`src/rtl/spart_pkg.sv`:
```
// Shared SPART types and limits for the transmitter and receiver.
package spart_pkg;

  typedef enum logic [2:0] {IDLE, START, DATA, PAR, STOP} tx_state_t;

  localparam logic IDLE_LEVEL  = 1'b1;
  localparam logic START_LEVEL = 1'b0;

  localparam int MIN_DATA_BITS  = 5;
  localparam int MAX_DATA_BITS  = 9;
  localparam int MIN_STOP_BITS  = 1;
  localparam int MAX_STOP_BITS  = 2;
  localparam int MAX_FIFO_DEPTH = 16;

  // Wide enough to count 0..MAX_DATA_BITS inclusive.
  localparam int BIT_CNT_W = $clog2(MAX_DATA_BITS + 1);

endpackage

```
`src/rtl/spart_sync_fifo.sv`:
```
// Single-clock FIFO with occupancy count; a push while full is taken only if a pop frees a slot.
module spart_sync_fifo #(
  parameter  int WIDTH = 8,
  parameter  int DEPTH = 4,
  localparam int AW    = $clog2(DEPTH),
  localparam int CW    = AW + 1
) (
  input  logic             clk,
  input  logic             rst,
  input  logic             push,
  input  logic             pop,
  input  logic [WIDTH-1:0] din,
  output logic [WIDTH-1:0] dout,
  output logic [CW-1:0]    count,
  output logic             full,
  output logic             empty
);

  logic [DEPTH-1:0][WIDTH-1:0] mem;
  logic [AW-1:0]               wr_ptr, rd_ptr;
  logic                        do_push, do_pop;

  assign full    = (count == CW'(DEPTH));
  assign empty   = (count == '0);
  assign do_pop  = pop && !empty;
  assign do_push = push && (!full || do_pop);
  assign dout    = mem[rd_ptr];

  always_ff @(posedge clk) begin
    if (rst) begin
      wr_ptr <= '0;
      rd_ptr <= '0;
      count  <= '0;
    end else begin
      if (do_push) wr_ptr <= wr_ptr + AW'(1);
      if (do_pop)  rd_ptr <= rd_ptr + AW'(1);
      count <= count + CW'(do_push) - CW'(do_pop);
    end
  end

  always_ff @(posedge clk) begin
    if (do_push) mem[wr_ptr] <= din;
  end

endmodule

```
`src/rtl/spart_tx_fifo.sv`:
```
// SPART transmitter: write FIFO feeding an LSB-first serialiser paced by tx_enable.
// Optional parity bit under `define SPART_TX_PARITY_EN (adds input parity_odd).
module spart_tx_fifo import spart_pkg::*; #(
  parameter  int DATA_BITS  = 8,
  parameter  int STOP_BITS  = 1,
  parameter  int FIFO_DEPTH = 4,
  localparam int CW         = $clog2(FIFO_DEPTH) + 1
) (
  input  logic                 clk,
  input  logic                 rst,
  input  logic                 tx_enable,
  input  logic                 write,
  input  logic [DATA_BITS-1:0] tx_in,
`ifdef SPART_TX_PARITY_EN
  input  logic                 parity_odd,
`endif
  output logic                 txd,
  output logic                 tbr,
  output logic                 tx_busy,
  output logic [CW-1:0]        fifo_count,
  output logic                 ovf,
  input  logic                 clr_ovf
);

  tx_state_t              state, state_n;
  logic                   txd_n;
  logic [DATA_BITS-1:0]   shreg, sh_n;
  logic [BIT_CNT_W-1:0]   bit_cnt, bit_cnt_n;
  logic [1:0]             stop_cnt, stop_cnt_n;
  logic                   pop, load;
  logic [DATA_BITS-1:0]   fifo_dout;
  logic                   fifo_full, fifo_empty;
`ifdef SPART_TX_PARITY_EN
  logic                   par_q, par_n;
`endif

  spart_sync_fifo #(.WIDTH(DATA_BITS), .DEPTH(FIFO_DEPTH)) u_fifo (
    .clk   (clk),
    .rst   (rst),
    .push  (write),
    .pop   (pop),
    .din   (tx_in),
    .dout  (fifo_dout),
    .count (fifo_count),
    .full  (fifo_full),
    .empty (fifo_empty)
  );

  assign tbr     = !fifo_full;
  assign tx_busy = (state != IDLE) || !fifo_empty;

  always_comb begin
    state_n    = state;
    txd_n      = txd;
    sh_n       = shreg;
    bit_cnt_n  = bit_cnt;
    stop_cnt_n = stop_cnt;
    load       = 1'b0;
    pop        = 1'b0;
`ifdef SPART_TX_PARITY_EN
    par_n      = par_q;
`endif
    if (tx_enable) begin
      case (state)
        IDLE: load = !fifo_empty;
        START: begin
          txd_n     = shreg[0];
          sh_n      = shreg >> 1;
          bit_cnt_n = BIT_CNT_W'(1);
          state_n   = DATA;
        end
        DATA: begin
          if (bit_cnt < BIT_CNT_W'(DATA_BITS)) begin
            txd_n     = shreg[0];
            sh_n      = shreg >> 1;
            bit_cnt_n = bit_cnt + BIT_CNT_W'(1);
          end else begin
`ifdef SPART_TX_PARITY_EN
            txd_n      = par_q;
            state_n    = PAR;
`else
            txd_n      = IDLE_LEVEL;
            stop_cnt_n = 2'd1;
            state_n    = STOP;
`endif
          end
        end
`ifdef SPART_TX_PARITY_EN
        PAR: begin
          txd_n      = IDLE_LEVEL;
          stop_cnt_n = 2'd1;
          state_n    = STOP;
        end
`endif
        STOP: begin
          if (stop_cnt == 2'(STOP_BITS)) begin
            // Last stop period: chain straight into the next frame if one is queued.
            load = !fifo_empty;
            if (fifo_empty) begin
              txd_n   = IDLE_LEVEL;
              state_n = IDLE;
            end
          end else begin
            stop_cnt_n = stop_cnt + 2'd1;
          end
        end
        default: state_n = IDLE;
      endcase
    end
    if (load) begin
      pop     = 1'b1;
      sh_n    = fifo_dout;
      txd_n   = START_LEVEL;
      state_n = START;
`ifdef SPART_TX_PARITY_EN
      par_n   = (^fifo_dout) ^ parity_odd;
`endif
    end
  end

  always_ff @(posedge clk) begin
    if (rst) begin
      state    <= IDLE;
      txd      <= IDLE_LEVEL;
      shreg    <= '0;
      bit_cnt  <= '0;
      stop_cnt <= '0;
`ifdef SPART_TX_PARITY_EN
      par_q    <= 1'b0;
`endif
    end else begin
      state    <= state_n;
      txd      <= txd_n;
      shreg    <= sh_n;
      bit_cnt  <= bit_cnt_n;
      stop_cnt <= stop_cnt_n;
`ifdef SPART_TX_PARITY_EN
      par_q    <= par_n;
`endif
    end
  end

  // A write while full is dropped unless the serialiser pops in the same cycle.
  always_ff @(posedge clk) begin
    if (rst)                        ovf <= 1'b0;
    else if (write && fifo_full && !pop) ovf <= 1'b1;
    else if (clr_ovf)               ovf <= 1'b0;
  end

endmodule

```
`config.mk`:
```
export PLATFORM = sky130hd
export DESIGN_NAME = spart_tx_fifo
export DESIGN_NICKNAME = d
export VERILOG_FILES = /design/src/rtl/spart_pkg.sv /design/src/rtl/spart_sync_fifo.sv /design/src/rtl/spart_tx_fifo.sv
export SDC_FILE = /design/constraint.sdc
export NUM_CORES = 1
export LEC_CHECK = 0
export BUFFER_PORTS_ARGS = -buffer_cell sky130_fd_sc_hd__buf_4
export CAP_MARGIN = 0
export CELL_PAD_IN_SITES_DETAIL_PLACEMENT = 1
export CELL_PAD_IN_SITES_GLOBAL_PLACEMENT = 2
export CORE_MARGIN = 3
export CORE_UTILIZATION = 44
export DETAILED_ROUTE_END_ITERATION = 12
export PLACE_DENSITY = 0.93
export SLEW_MARGIN = 40
export SYNTH_ARGS = -nofsm -noshare
export SYNTH_HDL_FRONTEND = slang
export SYNTH_SLANG_ARGS = --single-unit
```
`constraint.sdc`:
```
create_clock -name clk -period 5.8 [get_ports clk]
set_input_delay 0.29 -clock clk [delete_from_list [all_inputs] [get_ports clk]]
set_output_delay 0.29 -clock clk [all_outputs]
set_load 0.05 [all_outputs]
```
# Word-level counts from Yosys, hierarchy flattened
# Cells that the tools add are included.
[classes] mux=32 n_eq_ne=15 reduce_logical=26 n_lt_le_gt_ge=4 addsub=6 n_bitwise=1
[ops] cell="$mux W8" count=5
[ops] cell="$bwmux W32" count=1
[ops] cell="$bmux W8 S2" count=1
[ops] cell="$demux W8 S2" count=1
[ops] cell="$pmux W8 S2" count=1
[ops] cell="$mux W1" count=12
[ops] cell="$pmux W3 S4" count=1
[ops] cell="$ne A2 B2 Y1 const B" count=5
[ops] cell="$reduce_and A5 Y1" count=2
[ops] cell="$mux W3" count=3
[ops] cell="$ne A3 B3 Y1 const B" count=3
[ops] cell="$pmux W4 S2" count=1
[ops] cell="$reduce_and A4 Y1" count=2
[ops] cell="$reduce_bool A2 Y1" count=4
[ops] cell="$add A2 B1 Y2 const B" count=3
[ops] cell="$eq A3 B3 Y1 const B" count=2
[ops] cell="$logic_not A3 Y1" count=2
[ops] cell="$lt A2 B3 Y1 const B" count=2
[ops] cell="$reduce_and A3 Y1" count=2
[ops] cell="$reduce_bool A3 Y1" count=2
[ops] cell="$logic_and A1 B1 Y1" count=5
[ops] cell="$add A4 B1 Y4 const B" count=1
[ops] cell="$lt A4 B4 Y1 const B" count=1
[ops] cell="$mux W2" count=2
[ops] cell="17 further kinds" count=20
[totals] inputBits=13 word_cells=98 out_inout_bits=7 register_bits=58

# Logic depth before layout (Yosys ltp)
[logic_depth] depth_word=11 depth_mapped=11 ltp_nobuf=11

# Cells and area by module
# From an unflattened synthesis, not the netlist that was laid out.
[hier_totals] hier_cells=206 hier_area_um2=2586.2
[by_module_without_submodules] module="spart_sync_fifo" seq_area_each_um2=1101.1 area_each_um2=1597.8 instances=1 cells_each=90
[by_module_without_submodules] module="spart_tx_fifo" seq_area_each_um2=380.4 area_each_um2=988.4 instances=1 cells_each=116

# Worst setup path before layout
# Ideal clock, no wire load.
[synth_path] kind="flip-flop to flip-flop" from="register u_fifo.count[1]" to="register u_fifo.count[2]" slack_ns=3.485 setup_time_ns=0.129 arrival_time_ns=2.186 n_path_buf=0 stages_incl_launch_ff=10 period_less_slack_ns=2.315 required_ns=5.671 cell_sequence="dfxtp_1 > or3_4 > nand4_4 > inv_4 > ha_1 > inv_1 > ha_1 > fa_1 > xnor2_1 > nor2_1"
[synth_between] elab_chain_cells=11 word_cells_on_any_way=13 classes_between="add/sub: 2; eq/ne: 1; mux: 4; reduce/logical: 6"
[synth_lines] element="start, declared" line="spart_sync_fifo.sv:14" text="output logic [CW-1:0] count,"
[synth_lines] element="start signal, assigned" line="spart_sync_fifo.sv:37" text="count <= count + CW'(do_push) - CW'(do_pop);"
[synth_lines] element="$logic_not A3 Y1 *" line="spart_sync_fifo.sv:24" text="assign empty = (count == '0);"
[synth_lines] element="$logic_not A1 Y1 *" line="spart_sync_fifo.sv:25, spart_tx_fifo.sv:65, spart_tx_fifo.sv:98"
[synth_lines] element="$mux W1" line="spart_tx_fifo.sv:96" text="if (stop_cnt == 2'(STOP_BITS)) begin"
[synth_lines] element="$pmux W1 S2" line="spart_tx_fifo.sv:64" text="case (state)"
[synth_lines] element="$mux W1" line="spart_tx_fifo.sv:63" text="if (tx_enable) begin"
[synth_lines] element="$mux W1" line="spart_tx_fifo.sv:110" text="if (load) begin"
[synth_lines] element="$logic_and A1 B1 Y1 *" line="spart_sync_fifo.sv:25" text="assign do_pop = pop && !empty;"
[synth_lines] element="named net u_fifo.do_pop" line="spart_sync_fifo.sv:21" text="logic do_push, do_pop;"
[synth_lines] element="$logic_or A1 B1 Y1" line="spart_sync_fifo.sv:26" text="assign do_push = push && (!full || do_pop);"
[synth_lines] element="$logic_and A1 B1 Y1" line="spart_sync_fifo.sv:26"
[synth_lines] element="$add A3 B1 Y3" line="spart_sync_fifo.sv:37"
[synth_lines] element="$sub A3 B1 Y3 *" line="spart_sync_fifo.sv:37"
# The timed path passes the listed nets; every way through them passes the cells marked *.
# A chain may end at the register's enable or synchronous reset.

# Worst setup path in the final report
[layout_path] from="register u_fifo.count[2]" to="register u_fifo.count[2]"
# The elaborated chain is that of the path after synthesis.

==> metrics.md <==
| Metric | Value |
|---|---|
| Routed via count | `between 1500 and 2000` |
| CP max stage cell | `dfxtp_1` |
| RSZ-0062 raised after global routing | `false` |
| GP Congestion | `approximately 0.76` |
| Avg Cell Area, Syn | `roughly 13 sq um` |
| Cells after synthesis | `~200` |
| Total power | `1.31 mW` |
| Synth area leader | `edfxtp_1` |
| CP startpoint | `u_fifo.count[2]$_SDFF_PP0_` |
| Path type of the worst min-delay path | `input port to flip-flop` |
| Fin crit period | `between 2000 and 2500 ps` |
| Max Clk Rate | `429 MHz` |
| Resize count post-CTS | `0` |
| Top cell by count, worst path | `ha_1` |
| Peak supply drop | `between 0.0002 and 0.0003 V` |
| Post-synth ARST share | `0` |
| Root Driver | `clkbuf_8` |
| Static Leakage | `~1.1 nW` |
| Hold_buf cts | `0` |
| Final #Nets | `about 240` |
| Crit path buf inv count | `2` |
| Antenna viol nets, final | `0` |
| # IOs | `20` |
| Worst-path clk slew | `roughly 70 ps` |
| Dominant cells by area after synthesis | `edfxtp_1, dfxtp_1, mux4_2, ha_1, a21oi_1` |
| Crit path max fanout | `23` |
| Post-synth EDFFs | `32` |
| Grt ovf | `0` |
| Outcome | `completed` |
| I/O Buffers | `19` |
| Die area | `between 6000 and 7000 sq um` |
| Fin crit share | `0.402` |
| CP required | `roughly 6000 ps` |
| Initial antenna violation count | `0` |
| PwrDens | `~440 nW/um^2` |
| Die height | `82.7 um` |
| CP Capture Type | `flip-flop` |
| Rows | `27` |
| Final Non-Filler Cells | `around 300` |
| Initial Utilization | `0.461` |
| Post-synthesis sequential area ratio | `0.573` |
| Setup repair bufs after CTS | `0` |
| Skew-Pair Late Insertion Delay | `330 ps` |
| GRT Util Overall | `0.167` |
| Primary FF master, synth | `edfxtp_1` |
| Initial DRC count | `70` |
| Critical path type | `flip-flop to flip-flop` |
| Synth Cell Area | `2580 sq um` |
| Fraction of layout instances using a drive strength above 1 | `0.239` |
| Start point of the worst hold path | `tx_in[2]` |
| Die width | `between 80 and 90 um` |
| Worst path top cell family by delay | `adder cells` |
| Worst slew margin | `0.556` |
| Slew Limit Fails | `0` |
| Hold Slack | `153 ps` |
| H-tree depth | `3` |
| CTS max path bufs | `2` |
| Final hold vios | `0` |
| Max_cap viols | `0` |
| Detailed Route WL | `around 4.8 mm` |
| Largest net degree at the start of global routing | `24` |
| DRC viols | `0` |
| CP Launch Type | `flip-flop` |
| Setup TNS | `0 ps` |
| Post-DP HPWL | `3.33 mm` |
| Synth warn | `0` |
| Syn nets | `224` |
| Core Box Area | `about 5600 sq um` |
| First-pass GRT wire length | `8.16 mm` |
| Placed Cells | `282` |
| Fillers | `a little under 600` |
| P&R area growth vs syn | `15.0%` |
| Worst slew pin tran | `666 ps` |
| Total CTS buffers | `9` |
| Vias per cell | `about 5.4` |
| N_diodes | `0` |
| Crit-path max cell delay | `about 390 ps` |
| Crit-path cells | `or3_4 -> nand4_4 -> inv_4 -> ha_1 -> inv_1 -> ha_1 -> fa_1 -> xnor2_1 -> nor2_1` |
| Post-synth top area share | `0.372` |
| First-pass iteration count of the detailed router | `4` |
| CTS Sinks | `slightly below 60` |
| Wire per inst | `16.0 um` |
| Worst EP arrival | `2550 ps` |
| Setup Skew | `approximately 6.3 ps` |
| Worst r2r src | `u_fifo.count[2]$_SDFF_PP0_` |
| CTS tree | `done` |
| Vias in the first global route | `between 1500 and 2000` |
| Register bit total from synthesis | `58` |
| Final setup fails | `0` |
| Number of library cell types mapped by synthesis | `slightly above 50` |
==> layer usage <==
layer | up-vias | global-route usage | wire length [um]
met5 | - | 0 | 0
met4 | 0 | 0.0735 | 73
met3 | 7 | 0.0531 | 153
met2 | 28 | 0.253 | 2330
met1 | 777 | 0.219 | 2210
li1 | 783 | - | -
==> layout make-up <==
| cell class | count | area (sq um) | share of cell area |
|---|---|---|---|
| flip-flops and latches | 58 | 1480 | 0.499 |
| multi-input cells | 120 | 1000 | 0.337 |
| repair buffers | 19 | 143 | 0.0480 |
| clock buffers | 9 | 124 | 0.0417 |
| well taps | 72 | 90.1 | 0.0303 |
| clock inverters | 7 | 80.1 | 0.0269 |
| inverters | 13 | 51.3 | 0.0173 |
==> Yosys cell counts (2+ instances only) <==
cell and count:
nand3b_1 4, and2_1 4, nor2_1 10, a21oi_1 15, nor2b_1 5, mux2i_1 7
or3_1 2, mux4_2 8, inv_1 12, nand2_1 5, o21a_1 2, ha_1 8
o21ai_0 7, xnor2_1 3, a211oi_1 2, dfxtp_1 26, nor3_1 3, buf_2 7
nand3_1 2, edfxtp_1 32, clkbuf_1 3, nand2b_1 6
==> placed cells by master, fill, tap and decap left out, types with 2 or more instances in the layout <==
| cell | Yosys | routed |
|---|---|---|
| nor2_1 | 10 | 10 |
| dfxtp_1 | 26 | 26 |
| buf_4 | 1 | 19 |
| clkinvlp_4 | 0 | 2 |
| mux4_2 | 8 | 8 |
| edfxtp_1 | 32 | 32 |
| clkbuf_8 | 0 | 9 |
| or3_1 | 2 | 2 |
| xnor2_1 | 3 | 3 |
| a211oi_1 | 2 | 2 |
| nand3_1 | 2 | 2 |
| o21ai_0 | 7 | 7 |
| o21a_1 | 2 | 2 |
| nor2b_1 | 5 | 5 |
| mux2i_1 | 7 | 7 |
| nand2_1 | 5 | 5 |
| and2_1 | 4 | 4 |
| clkinv_4 | 0 | 4 |
| ha_1 | 8 | 8 |
| inv_1 | 12 | 12 |
| a21oi_1 | 15 | 15 |
| nand2b_1 | 6 | 6 |
| nand3b_1 | 4 | 4 |
| nor3_1 | 3 | 3 |
==> path summary, 6_finish.rpt <==
check | slack [ps] | depth (start not counted) | end
min | 150 | 1 | u_fifo.mem[10]$_DFFE_PP_
max reg2reg | 3470 | 9 | u_fifo.count[2]$_SDFF_PP0_
max | 3470 | 9 | u_fifo.count[2]$_SDFF_PP0_
min reg2reg | 470 | 2 | shreg[7]$_SDFFE_PP0P_
==> cells by family (layout without fill, tap and decap cells) <==
logic type | count (synthesis) | count (layout) | synth area share
flip-flops | 58 | 58 | 0.573
AND/OR/NAND/NOR | 52 | 52 | 0.127
AO/OA/AOI/OAI | 39 | 39 | 0.0983
buffers and inverters | 24 | 48 | 0.0407
multiplexers | 16 | 16 | 0.101
adder cells (fa/ha/maj) | 9 | 9 | 0.0465
XOR/XNOR | 4 | 4 | 0.0136
==> flip-flops by register name, indices dropped and copies added (netlist names) <==
name	count
u_fifo.mem	32
shreg	8
bit_cnt	4
state	3
u_fifo.count	3
stop_cnt	2
u_fifo.rd_ptr	2
u_fifo.wr_ptr	2
ovf	1
txd	1
==> power by group <==
part | internal, mW | switching [mW]
Clock | 0.201 | 0.169
Combinational | 0.166 | 0.215
Sequential | 0.502 | 0.0623
Total | 0.869 | 0.446
==> per-stage QoR <==
| stage | setup slack, ps | area [sq um] | util |
|---|---|---|---|
| detailed placement | 3460 | 2770 | 0.494 |
| floorplan | 3480 | 2580 | - |
| CTS | 3450 | 2970 | 0.530 |
| finish | 3470 | 2970 | 0.530 |
| global placement | 3510 | 2760 | 0.493 |
| global route | 3270 | 2970 | 0.530 |
Note: power is estimated with default switching activity, not from simulation.
